==> config.mk <==
export PLATFORM = sky130hd
export DESIGN_NAME = fetch_stage
export DESIGN_NICKNAME = d
export VERILOG_FILES = /design/src/rtl/fetch_stage.sv
export SDC_FILE = /design/constraint.sdc
export NUM_CORES = 1
export LEC_CHECK = 0
export CELL_PAD_IN_SITES_DETAIL_PLACEMENT = 1
export CELL_PAD_IN_SITES_GLOBAL_PLACEMENT = 2
export CORE_MARGIN = 2
export CORE_UTILIZATION = 27
export CTS_BUF_LIST = sky130_fd_sc_hd__clkbuf_8 sky130_fd_sc_hd__clkbuf_16
export CTS_CLUSTER_DIAMETER = 60
export CTS_CLUSTER_SIZE = 14
export DETAILED_ROUTE_END_ITERATION = 12
export HOLD_SLACK_MARGIN = 0.1
export PLACE_DENSITY = 0.8
export SLEW_MARGIN = 20
export SYNTH_ARGS = -nofsm -noshare
export SYNTH_HDL_FRONTEND = slang
export SYNTH_SLANG_ARGS = --single-unit
==> constraint.sdc <==
create_clock -name clk -period 3.1 [get_ports clk]
set_clock_uncertainty 0.2 [all_clocks]
set_input_delay 0.62 -clock clk [delete_from_list [all_inputs] [get_ports clk]]
set_output_delay 0.62 -clock clk [all_outputs]
set_load 0.1 [all_outputs]
==> src/rtl/fetch_stage.sv <==
// Instruction fetch stage: PC register, instruction-memory addressing and the IF/ID pipeline register.
// Optional performance counters are enabled by defining FETCH_PERF_CNT_EN.
module fetch_stage #(
    parameter int          N         = 64,
    parameter logic [31:0] NOP_INSTR = 32'h8b1f03ff
) (
    input  logic          clk,
    input  logic          reset,
    input  logic          stall,
    input  logic          flush,
    input  logic          PCSrc,
    input  logic [N-1:0]  PCBranch,
    output logic [6:0]    imem_addr,
    input  logic [31:0]   imem_q,
    output logic [N-1:0]  pc_F,
    output logic [N-1:0]  IF_ID_pc,
    output logic [31:0]   IF_ID_instr,
    output logic          IF_ID_valid
`ifdef FETCH_PERF_CNT_EN
    ,
    output logic [31:0]   perf_fetch_cnt,
    output logic [31:0]   perf_stall_cnt
`endif
);

    localparam logic [N-1:0] PC_STEP = N'(4);

    logic [N-1:0] pc_next;
    logic         squash;
    logic         fetch_load;

    assign imem_addr  = pc_F[8:2];
    assign squash     = flush | PCSrc;
    assign fetch_load = ~squash & ~stall;

    // Redirect wins over stall; branch targets are forced word-aligned.
    always_comb begin
        pc_next = pc_F;
        if (PCSrc) begin
            pc_next = {PCBranch[N-1:2], 2'b00};
        end else if (!stall) begin
            pc_next = pc_F + PC_STEP;
        end
    end

    always_ff @(posedge clk or negedge reset) begin
        if (!reset) begin
            pc_F        <= '0;
            IF_ID_pc    <= '0;
            IF_ID_instr <= NOP_INSTR;
            IF_ID_valid <= 1'b0;
        end else begin
            pc_F <= pc_next;
            if (squash) begin
                IF_ID_pc    <= '0;
                IF_ID_instr <= NOP_INSTR;
                IF_ID_valid <= 1'b0;
            end else if (fetch_load) begin
                IF_ID_pc    <= pc_F;
                IF_ID_instr <= imem_q;
                IF_ID_valid <= 1'b1;
            end
        end
    end

`ifdef FETCH_PERF_CNT_EN
    always_ff @(posedge clk or negedge reset) begin
        if (!reset) begin
            perf_fetch_cnt <= '0;
            perf_stall_cnt <= '0;
        end else begin
            if (fetch_load && (perf_fetch_cnt != '1)) begin
                perf_fetch_cnt <= perf_fetch_cnt + 32'd1;
            end
            if (stall && !PCSrc && (perf_stall_cnt != '1)) begin
                perf_stall_cnt <= perf_stall_cnt + 32'd1;
            end
        end
    end
`endif

endmodule

==> impl_metrics.py, run 1 <==
metrics = {
    "synth": {
        "synth_commonest_cells": "dfrtp_1 (138), nand2_1 (78), a22o_1 (70)",
        "yosysTopAreaCell": "dfrtp_1",
        "postSynth.asyncResetShare_pct": 100.0,
        "synth.avg_cell_area_um2": 10.56,
        "yosysMostFrequentCell": "dfrtp_1",
        "synth.area.top_cells": "dfrtp_1 (47%), a22o_1 (8.4%), dfstp_2 (6.8%)",
        "synth_edf_count": 0,
        "synth_top_area_share_pct": 47.33,
        "ys_seq_area_share_pct": 54.17,
        "synth_warnings": 0,
        "synth.distinct_cells": 50,
        "netlist_area_um2": 7297,
        "ys_ff_latch": 157,
        "syn_inst": 691,
        "synth-main-ff-cell": "dfrtp_1",
    },
    "placed_design": {
        "hpwlAfterDp_um": 19010,
        "port_buffers": 262,
        "place_inst": 1273,
        "dpl_cell_area_um2": 9971,
        "place_ws_ns": 0.04601,
        "gp_congestion": 0.7700,
    },
    "pwr": {
        "power_mw": 6.273,
        "power_density_nw_per_um2": 594.6,
        "p_int_mw": 3.720,
        "switchingPower_mw": 2.553,
        "peakVddDrop_v": 0.0003323,
        "leakage_nw": 4.639,
        "clockPowerShare_pct": 33.6,
        "combPwrFrac_pct": 28.8,
        "swShare_pct": 40.70,
        "p_seq_share_pct": 37.6,
    },
    "critical_path": {
        "crit_required_ns": 3.17,
        "crit_path_end": "pc_F[53]",
        "end_kind": "flop",
        "r2r-start": "pc_F[20]",
        "crit_start": "stall",
        "cp_max_fo": 5,
        "ff2ff_path_depth": 5,
        "arrival_ns": 2.70,
        "r2r_end": "pc_F[38]",
        "ff2ff_setup_slack_ns": 0.54,
        "start_kind": "input port",
        "crit_type": "input port to flop",
    },
    "clocking": {
        "htree_levels": 4,
        "clk_transition_reported_paths_ns": 0.07,
        "post_cts_buffers": 0,
        "insertion_delay_ns": 0.43,
        "holdBufCountCts": 1,
        "clock_sink_count": 157,
        "cts_buffer_depth": 2,
        "cts_inserted_buffers": 17,
        "post_cts_resize_count": 0,
        "cts_tree": "done",
        "clockRootBuffer": "clkbuf_16",
    },
    "timing": {
        "setup_violations": 0,
        "maxSlewHeadroom_pct": 50.88,
        "hold_viol": 0,
        "setup_tns_ns": 0,
        "min_period_ns": 2.624,
        "setup_ws_ns": 0.4764,
        "worst_slew_pin_slew_ns": 0.7360,
        "hold_slack_ns": 0.2877,
        "rsz0062_at_grt": "false",
        "drv_slew": 0,
        "fmax_ghz": 0.3811,
        "min_period_over_period_pct": 84.63,
    },
    "drt": {
        "drtAntennaViolNets": 0,
        "routed_wl_um": 26020,
        "wl_per_cell_um": 19.92,
        "firstDrtPassIters": 4,
        "drc_errors": 0,
        "viasPerCell": 5.072,
        "drt-initial-drc-count": 330,
        "num_vias": 6624,
    },
    "global_routing": {
        "grt_pass1_vias": 6887,
        "antenna_found_initial": 0,
        "grt.total_usage_pct": 18.51,
        "grt_pass1_wl_um": 41110,
        "grt_max_degree": 68,
        "overflow": 0,
    },
    "floorplan": {
        "io_pins": 269,
        "rows": 60,
        "die-area_um2": 28360,
        "dieWidth_um": 168.4,
        "initial_core_util_pct": 27.30,
        "die_y_um": 168.4,
        "core_area_um2": 26730,
    },
    "cells_and_area": {
        "final_nets": 1054,
        "syn_to_final_growth_pct": 44.56,
        "fin_util_pct": 39.47,
        "fin_area_um2": 10550,
        "fill_cells": 2980,
        "drive_above_1_share_pct": 27.25,
        "diodes": 0,
        "fin_cells": 1306,
    },
    "run_status": {
        "status": "finished, final reports clean",
    },
    "worst_hold_path": {
        "hold_class": "flop to flop",
    },
    "run": {
        "drv_cap": 0,
    },
}
==> flip-flops by register name (all words and copies together) (netlist names) <==
| register | flops |
|---|---|
| pc_F | 62 |
| IF_ID_pc | 62 |
| IF_ID_valid | 1 |
| IF_ID_instr | 32 |
==> layout by cell type, fill, tap and decap left out, drive strengths merged, types with 7 or more instances in the layout <==
master / count
a221o: 12
a22o: 70
a22oi: 10
a31oi: 7
and4: 8
buf: 204
clkbuf: 18
clkdlybuf4s50: 96
dfrtp: 138
dfstp: 19
inv: 18
mux2i: 9
nand2: 78
nand3: 27
nand4: 32
nor2: 23
nor2b: 19
nor3: 16
nor4: 17
o21ai: 39
o22a: 19
or3: 7
or4: 11
xnor2: 14
xor2: 14
==> routing by layer <==
layer	GRT usage (%)	vias to the layer above	part of all wire [%]
met5	0	-	0
met4	4.423	0	1.1
met3	3.573	13	4.6
met2	30.01	175	47
met1	25.58	3352	47
li1	-	3084	-
==> layout make-up <==
class	count	area [um2]	share of cell area, %
clock inverters	14	117.6	1.115
multi-input cells	467	3053	28.94
well taps	341	426.7	4.045
inverters	8	30.03	0.2847
flip-flops and latches	157	3953	37.47
clock buffers	18	450.4	4.270
repair buffers	301	2519	23.88
==> critical path: stages <==
cell and delay (ns):
clkdlybuf4s50_1 0.46, nand4b_1 0.24, nor4_1 0.29, buf_4 0.18
or4b_2 0.62, o21ai_0 0.18, a31oi_1 0.10
==> how the worst min path moves through the flow <==
stage,start,to,slack (ns),cells after the start
detailed placement,IF_ID_pc[62],IF_ID_pc[62],0.28,2
finish,IF_ID_pc[62],IF_ID_pc[62],0.29,2
floorplan,reset,IF_ID_instr[10],0.12,0
global placement,IF_ID_pc[30],IF_ID_pc[30],0.27,2
CTS,IF_ID_pc[35],IF_ID_pc[35],0.29,2
global route,IF_ID_pc[4],IF_ID_pc[4],0.33,1
==> cell families (layout without fill, tap and decap cells) <==
family,Yosys count,in the layout,share of synthesized area (%)
flops,157,157,54.17
simple gates,261,261,19.41
compound gates,164,164,17.35
xor+xnor,28,28,3.361
buf+inv,70,341,4.252
fa+ha+maj,1,1,0.1714
other cells,1,4,0.05139
mux,9,9,1.235
==> power groups by stage <==
| stage | registers, mW | logic [mW] | clock network (mW) |
|---|---|---|---|
| 2_1_floorplan | 3.27 | 0.391 | 0 |
| 3_3_place_gp | 2.39 | 1.80 | 0 |
| 3_5_place_dp | 2.40 | 1.81 | 0 |
| 4_1_cts | 2.36 | 1.82 | 2.18 |
| 5_1_grt | 2.38 | 1.89 | 2.25 |
| 6_report | 2.36 | 1.81 | 2.11 |
Power figures use the tool's default switching activity.
==> run 2, diff against run 1 <==
==> constraint.sdc (replaced) <==
create_clock -name clk -period 2.7 [get_ports clk]
set_clock_uncertainty 0.2 [all_clocks]
set_input_delay 0.54 -clock clk [delete_from_list [all_inputs] [get_ports clk]]
set_output_delay 0.54 -clock clk [all_outputs]
set_load 0.1 [all_outputs]
==> impl_metrics.py, run 2 (synthesized netlist as in run 1, its figures left out) <==
metrics = {
    "run_status": {
        "status": "finished, final reports clean",
    },
    "critical_path": {
        "cpPeakStageDelay_ns": 0.66,
        "critPathBufInv": 0,
        "cp_common_cell": "or4_1",
        "crit_required_ns": 2.81,
        "worstPathCellList": "nand3_2 -> or4_1 -> or4_1 -> a221o_1",
        "cp_top_family": "simple AND/OR/NAND/NOR gates",
        "arrival_ns": 2.63,
        "start_kind": "flop",
        "ff2ff_setup_slack_ns": 0.18,
        "crit_type": "flop to flop",
        "cp_max_fo": 6,
        "cp_slowest_cell": "or4_1",
        "end_kind": "flop",
    },
    "floorplan": {
        "io_pins": 269,
        "initial_core_util_pct": 27.30,
        "dieWidth_um": 168.4,
        "die-area_um2": 28360,
        "core_area_um2": 26730,
        "die_y_um": 168.4,
        "rows": 60,
    },
    "global_routing": {
        "grt.total_usage_pct": 18.47,
        "overflow": 0,
        "grt_pass1_vias": 6953,
        "grt_max_degree": 79,
        "grt_pass1_wl_um": 40770,
        "antenna_found_initial": 1,
    },
    "clocking": {
        "cts_tree": "done",
        "post_cts_resize_count": 0,
        "htree_levels": 4,
        "clock_sink_count": 157,
        "post_cts_buffers": 0,
        "clockRootBuffer": "clkbuf_16",
        "holdBufCountCts": 1,
        "cts_inserted_buffers": 17,
        "cts_buffer_depth": 2,
        "clk_transition_reported_paths_ns": 0.07,
        "insertion_delay_ns": 0.43,
    },
    "pwr": {
        "peakVddDrop_v": 0.0003778,
        "leakage_nw": 4.705,
        "power_density_nw_per_um2": 683.7,
    },
    "placed_design": {
        "port_buffers": 262,
        "place_inst": 1287,
        "gp_congestion": 0.7669,
        "hpwlAfterDp_um": 19010,
    },
    "cells_and_area": {
        "diodes": 0,
        "final_cell_mix": "buf_4 (211), clkdlybuf4s50_1 (96), dfrtp_1 (92)",
        "mostFrequentLayoutCell": "buf_4",
        "final_nets": 1068,
        "fin_util_pct": 40.57,
        "syn_to_final_growth_pct": 48.59,
        "fin_cells": 1320,
        "drive_above_1_share_pct": 32.99,
        "reg.largest.list": "IF_ID_pc: 62 flops, pc_F: 62 flops, IF_ID_instr: 32 flops",
    },
    "drt": {
        "firstDrtPassIters": 4,
        "wl_per_cell_um": 19.90,
        "drt-initial-drc-count": 406,
        "drtAntennaViolNets": 0,
        "num_vias": 6670,
        "routed_wl_um": 26270,
        "drc_errors": 0,
        "viasPerCell": 5.053,
    },
    "worst_hold_path": {
        "hold_class": "flop to flop",
    },
    "timing": {
        "min_period_over_period_pct": 93.30,
        "fmax_ghz": 0.3970,
        "setup_tns_ns": 0,
        "worst_slew_pin_slew_ns": 0.7071,
        "maxSlewHeadroom_pct": 52.74,
        "hold_viol": 0,
        "setup_violations": 0,
        "drv_slew": 0,
        "min_period_ns": 2.519,
        "rsz0062_at_grt": "false",
    },
    "run": {
        "drv_cap": 0,
    },
}
[run 2: cell count changes in the layout (fill, tap and decap cells not counted), sizes merged]
cell / change
inv: -1
clkinv: -3
clkbuf: +4
buf: +14
[run 2: layout make-up]
type                            count  area, um2
Fill cell                        2958      15880
Sequential cell                   157       4018
Multi-Input combinational cell    467       3053
Timing Repair Buffer              315       2686
Clock buffer                       22      550.5
Tap cell                          341      426.7
Clock inverter                     10      78.83
Inverter                            8      30.03
[run 2: metal layers]
metal	global-route usage, %	share of wire, %	up-vias
met2	29.74	47	187
met3	4.419	5.3	22
met4	4.685	1.3	2
met1	25.03	46	3348
met5	0	0.049	-
li1	-	-	3111
[run 2: where the power goes]
group	internal, mW	switching (mW)	total (mW)
Sequential	2.52	0.204	2.72
Clock	1.48	1.12	2.60
Combinational	0.518	1.58	2.10
[run 2: tightest hold or removal path, cell delays in order, from the launching register on]
cell and delay, ns:
dfrtp_1 0.35, nand2_1 0.05, o21ai_0 0.06
[run 2: final timing paths]
path,from,to,cells after the start
worst max-delay path,pc_F[17],pc_F[52],4
worst min-delay path,IF_ID_pc[17],IF_ID_pc[17],2
worst max register to register,pc_F[17],pc_F[52],4
worst min register to register,IF_ID_pc[17],IF_ID_pc[17],2
max in group asynchronous,reset,pc_F[26],3
min in group asynchronous,reset,IF_ID_pc[49],2
[run 2: through the flow]
| step | instance area (um2) | power [mW] | hold WS [ns] | setup WS, ns |
|---|---|---|---|---|
| 2_1_floorplan | 7373 | 4.216 | 0.04441 | 0.001971 |
| 3_3_place_gp | 10200 | 4.846 | 0.2692 | -0.2227 |
| 3_5_place_dp | 10200 | 4.870 | 0.2813 | -0.2416 |
| 4_1_cts | 10840 | 7.492 | 0.2978 | 0.1907 |
| 5_1_grt | 10840 | 7.696 | 0.3278 | 0.07361 |
| 6_report | 10840 | 7.413 | 0.2934 | 0.1810 |
==> run 3, diff against run 2 <==
--- a/config.mk
+++ b/config.mk
@@ -7,6 +7,7 @@
 export LEC_CHECK = 0
 export CELL_PAD_IN_SITES_DETAIL_PLACEMENT = 1
 export CELL_PAD_IN_SITES_GLOBAL_PLACEMENT = 2
+export CORE_ASPECT_RATIO = 0.8
 export CORE_MARGIN = 2
 export CORE_UTILIZATION = 27
 export CTS_BUF_LIST = sky130_fd_sc_hd__clkbuf_8 sky130_fd_sc_hd__clkbuf_16
==> impl_metrics.py, run 3 (synthesized netlist as in run 1, its figures left out) <==
metrics = {
    "cells_and_area": {
        "mostFrequentLayoutCell": "buf_4",
        "fill_cells": 3005,
        "syn_to_final_growth_pct": 49.69,
        "final_nets": 1080,
        "multi_input_area_um2": 3053,
        "layout.area.seq_um2": 4018,
        "diodes": 0,
        "drive_above_1_share_pct": 33.70,
        "fin_util_pct": 41.39,
        "final_cell_mix": "buf_4 (220), clkdlybuf4s50_1 (96), dfrtp_1 (92)",
        "fin_area_um2": 10920,
        "reg.largest.list": "IF_ID_pc: 62 flops, pc_F: 62 flops, IF_ID_instr: 32 flops",
    },
    "floorplan": {
        "core_area_um2": 26390,
        "die_y_um": 151.0,
        "io_pins": 269,
        "dieWidth_um": 187.8,
        "die-area_um2": 28370,
        "initial_core_util_pct": 27.65,
        "rows": 53,
    },
    "clocking": {
        "insertion_delay_ns": 0.43,
        "clk_transition_reported_paths_ns": 0.07,
        "cts_buffer_depth": 2,
        "clockRootBuffer": "clkbuf_16",
        "cts_inserted_buffers": 17,
        "cts_tree": "done",
        "clock_sink_count": 157,
        "htree_levels": 4,
    },
    "placed_design": {
        "place_ws_ns": -0.3352,
        "dpl_cell_area_um2": 10350,
        "hpwlAfterDp_um": 20600,
        "gp_congestion": 0.8162,
        "port_buffers": 262,
    },
    "global_routing": {
        "met2_usage_pct": 31.57,
        "overflow": 0,
        "grt_pass1_wl_um": 42530,
        "busiest_layer": "met2",
        "grt_pass1_vias": 7066,
        "grt_max_degree": 53,
        "met1_usage_pct": 26.56,
        "gr-usage-met3_pct": 5.190,
        "antenna_found_initial": 1,
        "grt.total_usage_pct": 19.60,
    },
    "critical_path": {
        "end_kind": "flop",
        "arrival_ns": 2.67,
        "cp_max_fo": 4,
        "start_kind": "input port",
        "cp_slowest_cell": "or4b_2",
        "crit_type": "input port to flop",
        "worstPathCellList": "clkdlybuf4s50_1 -> nand4b_1 -> nor4_1 -> buf_4 -> or4b_2 -> o21ai_1 -> a31oi_1",
        "crit_required_ns": 2.78,
        "cpPeakStageDelay_ns": 0.64,
    },
    "drt": {
        "drt-initial-drc-count": 282,
        "drtAntennaViolNets": 0,
        "firstDrtPassIters": 4,
        "drc_errors": 0,
        "wl_per_cell_um": 20.57,
        "viasPerCell": 5.067,
        "num_vias": 6830,
        "routed_wl_um": 27730,
    },
    "pwr": {
        "power_density_nw_per_um2": 660.5,
        "peakVddDrop_v": 0.0004440,
        "leakage_nw": 4.738,
    },
    "timing": {
        "hold_viol": 0,
        "min_period_over_period_pct": 95.98,
        "setup_ws_ns": 0.1084,
        "drv_slew": 0,
        "min_period_ns": 2.592,
        "worst_slew_pin_slew_ns": 0.5778,
        "maxSlewHeadroom_pct": 61.44,
        "fmax_ghz": 0.3859,
        "setup_violations": 0,
        "rsz0062_at_grt": "false",
    },
    "run_status": {
        "status": "finished, final reports clean",
    },
    "worst_hold_path": {
        "hold_class": "flop to flop",
    },
    "run": {
        "drv_cap": 0,
    },
}
-- run 3: changes by cell type in the layout (fill, tap and decap cells not counted), sizes merged --
cell	previous run	this run
clkinvlp	0	2
clkbuf	22	17
bufinv	0	1
clkinv	1	4
buf	218	230
inv	17	16
-- run 3: layer usage --
layer  part of all wire (%)  wire (um)
met1                     46      12880
met4                   0.68        189
met2                     47      12930
met5                  0.047         13
met3                    6.2       1713
-- run 3: through the flow --
| step | std cells | hold slack, ns | setup TNS (ns) | power (mW) |
|---|---|---|---|---|
| floorplan | 694 | 0.04441 | 0 | 4.216 |
| global placement | 1315 | 0.2659 | -2.759 | 4.876 |
| CTS | 1348 | 0.2737 | 0 | 7.308 |
| finish | 1348 | 0.3008 | 0 | 7.214 |
| global route | 1348 | 0.2980 | 0 | 7.495 |
| detailed placement | 1315 | 0.2841 | -3.349 | 4.900 |
-- run 3: layout make-up --
type	count	area share, %
Clock inverter	15	1.249
Multi-Input combinational cell	467	27.95
Tap cell	357	4.089
Sequential cell	157	36.78
Inverter	8	0.2749
Clock buffer	17	3.895
Timing Repair Buffer	327	25.76
-- run 3: what timing repair did --
| item | in CTS | in global routing |
|---|---|---|
| hold buffers | 1 | 0 |
| hold endpoints to repair | 45 | 0 |
| gates resized for setup | 0 | 1 |
| endpoints found under the setup margin | 0 | 1 |
| buffers inserted | 0 | 0 |
-- run 3: power by group --
group / internal (mW) / switching (mW) / total, mW
clock: 1.29 / 1.08 / 2.37
combinational: 0.528 / 1.59 / 2.12
sequential: 2.52 / 0.207 / 2.72
-- run 3: final timing paths --
kind / start / endpoint / slack [ns] / depth (start not counted)
hold / removal: IF_ID_pc[62] / IF_ID_pc[62] / 0.30 / 2
setup / recovery: stall / pc_F[53] / 0.11 / 7
hold reg to reg: IF_ID_pc[62] / IF_ID_pc[62] / 0.30 / 2
setup reg to reg: pc_F[5] / pc_F[53] / 0.18 / 6
max in group asynchronous: reset / pc_F[31] / 1.10 / 3
min in group asynchronous: reset / IF_ID_instr[30] / 0.46 / 2
-- run 3: worst max-delay path: cells and delay by family --
family / cells / cell delay (ns)
simple gates: 3 / 1.21
buf+inv: 2 / 0.68
compound gates: 2 / 0.24
